[config.mk]
export PLATFORM = sky130hd
export DESIGN_NAME = imem_boot_sequencer
export DESIGN_NICKNAME = d
export VERILOG_FILES = /design/src/rtl/imem_boot_sequencer.sv
export SDC_FILE = /design/constraint.sdc
export NUM_CORES = 1
export LEC_CHECK = 0
export ABC_AREA = 1
export BUFFER_PORTS_ARGS = -buffer_cell sky130_fd_sc_hd__buf_2
export CAP_MARGIN = 20
export CORE_MARGIN = 2
export CORE_UTILIZATION = 45
export CTS_CLUSTER_DIAMETER = 100
export DETAILED_ROUTE_END_ITERATION = 7
export PLACE_DENSITY = 0.74
export SLEW_MARGIN = 20
export SYNTH_ARGS = -nofsm -noshare
export SYNTH_HDL_FRONTEND = slang
export SYNTH_SLANG_ARGS = --single-unit
[constraint.sdc]
create_clock -name clk -period 2.5 [get_ports clk]
set_input_delay 0.625 -clock clk [delete_from_list [all_inputs] [get_ports clk]]
set_output_delay 0.625 -clock clk [all_outputs]
set_load 0.01 [all_outputs]
[src/rtl/imem_boot_sequencer.sv]
// Boot/run controller: streams a program into instruction memory, optionally
// verifies it by readback checksum, then gates the core enable for a cycle budget.
module imem_boot_sequencer #(
    parameter int MAX_WORDS = 512,
    parameter int IDX_W     = 9,
    parameter bit VERIFY_EN = 1'b1,
    parameter int CYC_W     = 32
) (
    input  logic             clk,
    input  logic             rst,
    input  logic             start,
    input  logic [CYC_W-1:0] run_cycles,
    input  logic             stop,
    input  logic             word_valid,
    input  logic [31:0]      word_data,
    input  logic             word_last,
    output logic             word_ready,
    output logic [63:0]      imem_addr_ext,
    output logic             imem_wen_ext,
    output logic             imem_ren_ext,
    output logic [31:0]      imem_wdata_ext,
    input  logic [31:0]      imem_rdata_ext,
    output logic             cpu_enable,
    output logic             busy,
    output logic             done,
    output logic             error,
    output logic [IDX_W:0]   words_loaded
);

    typedef enum logic [2:0] {
        ST_IDLE   = 3'd0,
        ST_LOAD   = 3'd1,
        ST_VERIFY = 3'd2,
        ST_RUN    = 3'd3,
        ST_DONE   = 3'd4,
        ST_ERROR  = 3'd5
    } state_t;

    localparam logic [IDX_W-1:0] IDX_ONE  = {{(IDX_W-1){1'b0}}, 1'b1};
    localparam logic [IDX_W-1:0] IDX_LAST = IDX_W'(MAX_WORDS - 1);
    localparam logic [IDX_W:0]   WL_ONE   = {{IDX_W{1'b0}}, 1'b1};
    localparam logic [CYC_W-1:0] CYC_ZERO = {CYC_W{1'b0}};
    localparam logic [CYC_W-1:0] CYC_ONE  = {{(CYC_W-1){1'b0}}, 1'b1};

    state_t             state_r;
    logic [IDX_W-1:0]   idx_r;
    logic [IDX_W:0]     rd_idx_r;
    logic [31:0]        load_sum_r;
    logic [31:0]        read_sum_r;
    logic [CYC_W-1:0]   budget_r;
    logic [CYC_W-1:0]   cyc_cnt_r;
    logic               rd_valid_r;
    logic               load_drain_r;
    logic               accept_s;
    logic               last_word_s;

    // Wrap-around 32-bit checksum accumulation shared by load and readback.
    function automatic logic [31:0] sum_add(input logic [31:0] acc, input logic [31:0] word);
        return acc + word;
    endfunction

    // Word index to zero-extended byte address.
    function automatic logic [63:0] word_addr(input logic [IDX_W-1:0] i);
        return {{(64-IDX_W-2){1'b0}}, i, 2'b00};
    endfunction

    assign accept_s    = word_valid & word_ready;
    assign last_word_s = word_last | (idx_r == IDX_LAST);

    // Sequencer state, counters, checksums and all registered outputs.
    always_ff @(posedge clk) begin
        if (rst) begin
            state_r        <= ST_IDLE;
            idx_r          <= '0;
            rd_idx_r       <= '0;
            load_sum_r     <= 32'h0000_0000;
            read_sum_r     <= 32'h0000_0000;
            budget_r       <= CYC_ZERO;
            cyc_cnt_r      <= CYC_ZERO;
            rd_valid_r     <= 1'b0;
            load_drain_r   <= 1'b0;
            word_ready     <= 1'b0;
            imem_addr_ext  <= 64'h0;
            imem_wen_ext   <= 1'b0;
            imem_ren_ext   <= 1'b0;
            imem_wdata_ext <= 32'h0000_0000;
            cpu_enable     <= 1'b0;
            busy           <= 1'b0;
            done           <= 1'b0;
            error          <= 1'b0;
            words_loaded   <= '0;
        end else begin
            imem_wen_ext   <= 1'b0;
            imem_ren_ext   <= 1'b0;
            imem_addr_ext  <= 64'h0;
            imem_wdata_ext <= 32'h0000_0000;
            rd_valid_r     <= imem_ren_ext;
            case (state_r)
                ST_IDLE, ST_DONE, ST_ERROR: begin
                    if (start) begin
                        state_r      <= ST_LOAD;
                        idx_r        <= '0;
                        rd_idx_r     <= '0;
                        load_sum_r   <= 32'h0000_0000;
                        read_sum_r   <= 32'h0000_0000;
                        words_loaded <= '0;
                        budget_r     <= run_cycles;
                        cyc_cnt_r    <= CYC_ZERO;
                        load_drain_r <= 1'b0;
                        word_ready   <= 1'b1;
                        busy         <= 1'b1;
                        done         <= 1'b0;
                        error        <= 1'b0;
                        cpu_enable   <= 1'b0;
                    end
                end
                ST_LOAD: begin
                    // Without verify, wait one cycle so the final write lands before the core fetches.
                    if (load_drain_r) begin
                        load_drain_r <= 1'b0;
                        state_r      <= ST_RUN;
                        cpu_enable   <= 1'b1;
                    end else if (accept_s) begin
                        imem_wen_ext   <= 1'b1;
                        imem_addr_ext  <= word_addr(idx_r);
                        imem_wdata_ext <= word_data;
                        idx_r          <= idx_r + IDX_ONE;
                        words_loaded   <= words_loaded + WL_ONE;
                        load_sum_r     <= sum_add(load_sum_r, word_data);
                        if (last_word_s) begin
                            word_ready <= 1'b0;
                            if (VERIFY_EN) begin
                                state_r <= ST_VERIFY;
                            end else begin
                                load_drain_r <= 1'b1;
                            end
                        end
                    end
                end
                ST_VERIFY: begin
                    if (rd_valid_r) begin
                        read_sum_r <= sum_add(read_sum_r, imem_rdata_ext);
                    end
                    if (rd_idx_r != words_loaded) begin
                        imem_ren_ext  <= 1'b1;
                        imem_addr_ext <= word_addr(rd_idx_r[IDX_W-1:0]);
                        rd_idx_r      <= rd_idx_r + WL_ONE;
                    end else if (!imem_ren_ext && !rd_valid_r) begin
                        // Every read issued and absorbed: read_sum is final.
                        if (read_sum_r == load_sum_r) begin
                            state_r    <= ST_RUN;
                            cpu_enable <= 1'b1;
                        end else begin
                            state_r <= ST_ERROR;
                            busy    <= 1'b0;
                            error   <= 1'b1;
                        end
                    end
                end
                ST_RUN: begin
                    if (stop || ((budget_r != CYC_ZERO) && (cyc_cnt_r == budget_r - CYC_ONE))) begin
                        state_r    <= ST_DONE;
                        cpu_enable <= 1'b0;
                        busy       <= 1'b0;
                        done       <= 1'b1;
                    end else begin
                        cyc_cnt_r <= cyc_cnt_r + CYC_ONE;
                    end
                end
                default: begin
                    state_r    <= ST_IDLE;
                    word_ready <= 1'b0;
                    cpu_enable <= 1'b0;
                    busy       <= 1'b0;
                    done       <= 1'b0;
                    error      <= 1'b0;
                end
            endcase
        end
    end

endmodule

### Yosys cells after proc, flatten, opt, wreduce, memory -nomap -nowiden

Index checks and enable logic that the tools add are counted.

| storage, ports and cells | value |
|---|---|
| register bits after elaboration | 265 |
| output and inout bits | 113 |

| operators by class | value |
|---|---|
| reductions and logical operators | 29 |
| multiplexer cells | 56 |
| bitwise logic cells | 8 |
| equal/unequal tests | 24 |
| $add $sub $neg | 7 |

Operators by type and width:

| kind | count |
|---|---|
| $pmux W32 S2 | 3 |
| $mux W32 | 5 |
| $add A32 B32 Y32 | 2 |
| $eq A32 B32 Y1 | 2 |
| $mux W10 | 4 |
| $pmux W10 S2 | 2 |
| $mux W11 | 3 |
| $add A32 B1 Y32 const B | 1 |
| $reduce_bool A32 Y1 | 1 |
| $sub A32 B1 Y32 const B | 1 |
| $mux W9 | 3 |
| $ne A2 B2 Y1 const B | 13 |
| $mux W3 | 8 |
| $pmux W11 S2 | 1 |
| $add A10 B1 Y10 const B | 2 |
| $mux W1 | 19 |
| $pmux W9 S2 | 1 |
| $reduce_and A6 Y1 | 3 |
| $pmux W3 S4 | 1 |
| $reduce_and A3 Y1 | 4 |
| $ne A10 B10 Y1 | 1 |
| $reduce_and A5 Y1 | 2 |
| $add A9 B1 Y9 const B | 1 |
| $eq A9 B9 Y1 const B | 1 |
| 20 further kinds | 40 |

### Depth between registers and ports, before layout

| depth | value |
|---|---|
| word-level depth | 6 |
| depth in mapped cells | 22 |
| gate-level depth less buffers | 21 |

### Least setup slack after synthesis

Ideal clock, no wire load.

| path | value |
|---|---|
| kind | input-to-reg |
| start | input word_data[0] |
| end | register load_sum_r[24] |
| library setup time | 70 ps |
| data arrival time | 2300 ps |
| data required time | 2430 ps |
| setup slack | 130 ps |
| cell stages on the path | 13 |
| cell sequence | ha_1 fa_1 nand2_1 a21oi_1 nand2_1 nand2_1 a31oi_1 inv_1 a21oi_1 o21ai_0 a21oi_1 o21ai_0 a21oi_1 |

| between the ends | value |
|---|---|
| longest elaborated chain between the ends | 4 |

Ends and longest elaborated chain:

| item | line | source |
|---|---|---|
| start: declaration | 15 | `input logic [31:0] word_data,` |
| $add A32 B32 Y32 | 59 | `return acc + word;` |
| $mux W32 | 123 | `end else if (accept_s) begin` |
| $mux W32 | 119 | `if (load_drain_r) begin` |
| $pmux W32 S2 | 98 | `case (state_r)` |
| end signal: assignment | 129 | `load_sum_r <= sum_add(load_sum_r, word_data);` |
| end: declaration | 48 | `logic [31:0] load_sum_r;` |

No other way between the ends. The select of a mux whose other input is x is not followed.
A chain may end at the register's enable or synchronous reset.

### Final worst setup path

| path | value |
|---|---|
| start | register budget_r[0] |
| end | register cyc_cnt_r[22] |

| between the ends | value |
|---|---|
| longest elaborated chain between the ends | 6 |
| elaborated cells on any way between the ends | 7 |

Ends and longest elaborated chain:

| item | line | source |
|---|---|---|
| start: declaration | 50 | `logic [CYC_W-1:0] budget_r;` |
| start signal: assignment | 107 | `budget_r <= run_cycles;` |
| $sub A32 B1 Y32 | 161 | `if (stop \|\| ((budget_r != CYC_ZERO) && (cyc_cnt_r == budget_r - CYC_ONE))) begin` |
| $eq A32 B32 Y1 | 161 |  |
| $logic_and A1 B1 Y1 (*) | 161 |  |
| $logic_or A1 B1 Y1 (*) | 161 |  |
| $ne A2 B2 Y1 (no source line) (*) | -- |  |
| $reduce_and A3 Y1 (no source line) (*) | -- |  |
| end signal: assignment | 167 | `cyc_cnt_r <= cyc_cnt_r + CYC_ONE;` |
| end: declaration | 51 | `logic [CYC_W-1:0] cyc_cnt_r;` |

Mark *: on every way between the ends. The rest lies on a longest branch, timed or not.

==> results_dict.tcl <==
set metrics [dict create \
    layout.core_utilization 0.566 \
    critical_path_buf_inv_count 4 \
    number_of_antenna_violations_at_the_first_check_in_global_routing 1 \
    via_count_of_the_first_global_routing_pass 13400 \
    dieArea_um2 32700 \
    dp_hpwl_um 32800 \
    highest-signal-layer "met4" \
    fmax_ghz 0.403 \
    timing_max_transition_violations_final 0 \
    worst_pin_slew_ns 0.940 \
    worst_clock_skew_ns 0.00967 \
    critical_path.endpoint_type "flop" \
    worst_ep_required_time_ns 2.89 \
    drt-vias-per-instance 5.26 \
    power-per-cell-area_nw_per_um2 708 \
    synth_seq_area_share 0.298 \
    cts.hold.buffers_added 0 \
    number_of_cell_rows 64 \
    worstHoldPathType "in -> reg" \
    cpLargestDelayFamily "simple AND/OR/NAND/NOR gates" \
    clock_tree.htree_level_count 1 \
    drv.max_cap_violation_count 0 \
    drt_pass1_iterations 5 \
    vdd.ir_drop.worst_mv 0.550 \
    clk_pin_slew_ns 0.06 \
    final_hold_viol_count 0 \
    route.met2.wl_um 20000 \
    status "finished, final reports clean" \
    io_pins 215 \
    drt_iter0_markers 1073 \
    max-slew-margin-rel 0.374 \
    ys_types 41 \
    start_kind "flop" \
    drt-met1-wl_um 20200 \
    effective_utilization_at_floorplan 0.458 \
    maximum_number_of_pins_on_one_net_before_global_route_repair 71 \
    grt_remaining_overflow 0 \
    cts_tree "built" \
    standard_cell_with_the_maximum_stage_delay_on_the_critical_path "dfxtp_2" \
    cts_inserted_buffers 26 \
    layout-area-overhead-vs-synth_pct 23.5 \
    drive_above_1_share 0.192 \
    timing.critical_path.mode_cell "nand2_1" \
    num_vias 14900 \
    worst_stage_delay_on_the_critical_path_ns 0.33 \
    ys_ff_latch 209 \
    total_power_mw 12.3 \
    final_cell_mix "nand2_1 (471), nor2_1 (244), inv_1 (235)" \
    cts_max_path_buffers 3 \
    grt_use_total 0.254 \
    netlist_instances 2181 \
    netlist_area_um2 14100 \
    gp_routability_congestion 0.931 \
    finalWirelength_um 44300 \
    p_leak_nw 8.11 \
    drc 0 \
    rsz0062_at_grt "true" \
    worst-path-max-fanout 8 \
    number_of_synthesized_flops_with_an_enable_pin 0 \
    timing_worst_setup_path_type "reg -> reg" \
    die_y_um 181 \
    timing.critical_path.arrival_ns 2.87 \
    layout.cells.most_common "nand2_1" \
    grt_pass1_wl_um 68300 \
    routed-wl-met3_um 2930 \
    nNetsFinal 2588 \
    postSynth.asyncResetShare 0 \
    floorplan_core_area_um2 30700 \
    yosys_warnings 0 \
    worst_skew_pair.late_latency_ns 0.53 \
    drtAntennaViolNets 0 \
    syn_area_per_cell_um2 6.44 \
    clock-sinks 209 \
    routed_wire_length_per_instance_um 15.6 \
    cts_root_buffer "clkbuf_16" \
    synth-main-ff-cell "dfxtp_1" \
    io_buffer_count 159 \
    timing.final.crit_period_ns 2.48 \
    min_period_over_period 0.992 \
    floorplan.die.width_um 181 \
    finalSetupViolCount 0 \
    cp_cell_instances "inv_4, ha_4, buf_6, inv_1, nand2_2, nand2_1, nand2_1, nand2_1, nor2_1, nand3_1, nor2_1, nand2_1, nor2_2, nand3_1, nor2_2, nand2_4, nand2_8, nand2_8, clkbuf_16, nand2_4, a21oi_2" \
]
## cell type report
| cell class | instances | area [um^2] |
|---|---|---|
| well taps | 396 | 495 |
| clock buffers | 34 | 732 |
| diodes | 1 | 2.50 |
| fillers | 2964 | 13300 |
| repair buffers | 269 | 1800 |
| flip-flops and latches | 209 | 4190 |
| clock inverters | 14 | 208 |
| multi-input cells | 1668 | 9010 |
| inverters | 242 | 911 |
## metrics by stage
step                      hold slack, ns  std cells  setup slack, ns  instance area (um^2)   TNS, ns
after detailed placement           0.444       2769           -0.403                 15600     -7.70
after floorplan                    0.439       2235            0.130                 14300         0
after global routing               0.307       2833           -0.177                 17400     -4.46
final                              0.312       2833           0.0211                 17400         0
after global placement             0.439       2769           -0.318                 15600     -4.42
after CTS                          0.287       2820         -0.00557                 16600  -0.00557
## power breakdown
part           total [mW]  internal, mW  switching, mW
combinational        4.29          1.52           2.78
clock                4.15          2.58           1.57
sequential           3.83          3.56          0.276
total                12.3          7.65           4.62
## metal layers
metal / vias up / GRT usage
met4: 0 / 0.0642
met1: 6814 / 0.357
met5: - / 0
met2: 492 / 0.411
met3: 80 / 0.0310
li1: 7510 / -
## state kept, by name, indices dropped and copies added (netlist names), 3 cells and up
signal,flops
budget_r,32
cyc_cnt_r,32
imem_wdata_ext,32
load_sum_r,32
read_sum_r,32
rd_idx_r,10
words_loaded,10
idx_r,9
imem_addr_ext,9
state_r,3
## cell usage after synthesis (all sizes together), types with 25 or more instances
cell / instances / area (um^2)
a21boi: 28 / 210
a21oi: 254 / 1270
nor3: 46 / 230
xor2: 41 / 359
buf: 66 / 487
xnor2: 44 / 385
o21ai: 119 / 596
nand2: 522 / 1980
dfxtp: 209 / 4180
ha: 68 / 851
clkbuf: 50 / 188
nand3: 103 / 515
inv: 242 / 908
nor2: 273 / 1070
nand4: 25 / 156
## logic make-up after synthesis
kind of cell / synth area share
xor gates and xnor gates: 0.0530
buffers and inverters: 0.113
and+or+nand+nor: 0.300
adders and majority gates: 0.0634
AOI/OAI and AO/OA: 0.173
DFF: 0.298
other: 0.000267
## path summary, 6_finish.rpt
path                                   start       endpoint  cells past startpoint  slack [ns]
worst min register to register  imem_ren_ext     rd_valid_r                      2        0.46
worst max register to register   budget_r[0]  cyc_cnt_r[22]                     21        0.02
worst min-delay path                     rst   imem_wen_ext                      2        0.31
worst max-delay path             budget_r[0]  cyc_cnt_r[22]                     21        0.02
## what timing repair did
item,CTS,global route
gates resized for setup,7,161
setup endpoints to repair,26,57
buffers inserted,2,6
gates cloned,1,6
pin swaps,1,17
Note: power is estimated with default switching activity, not from simulation.
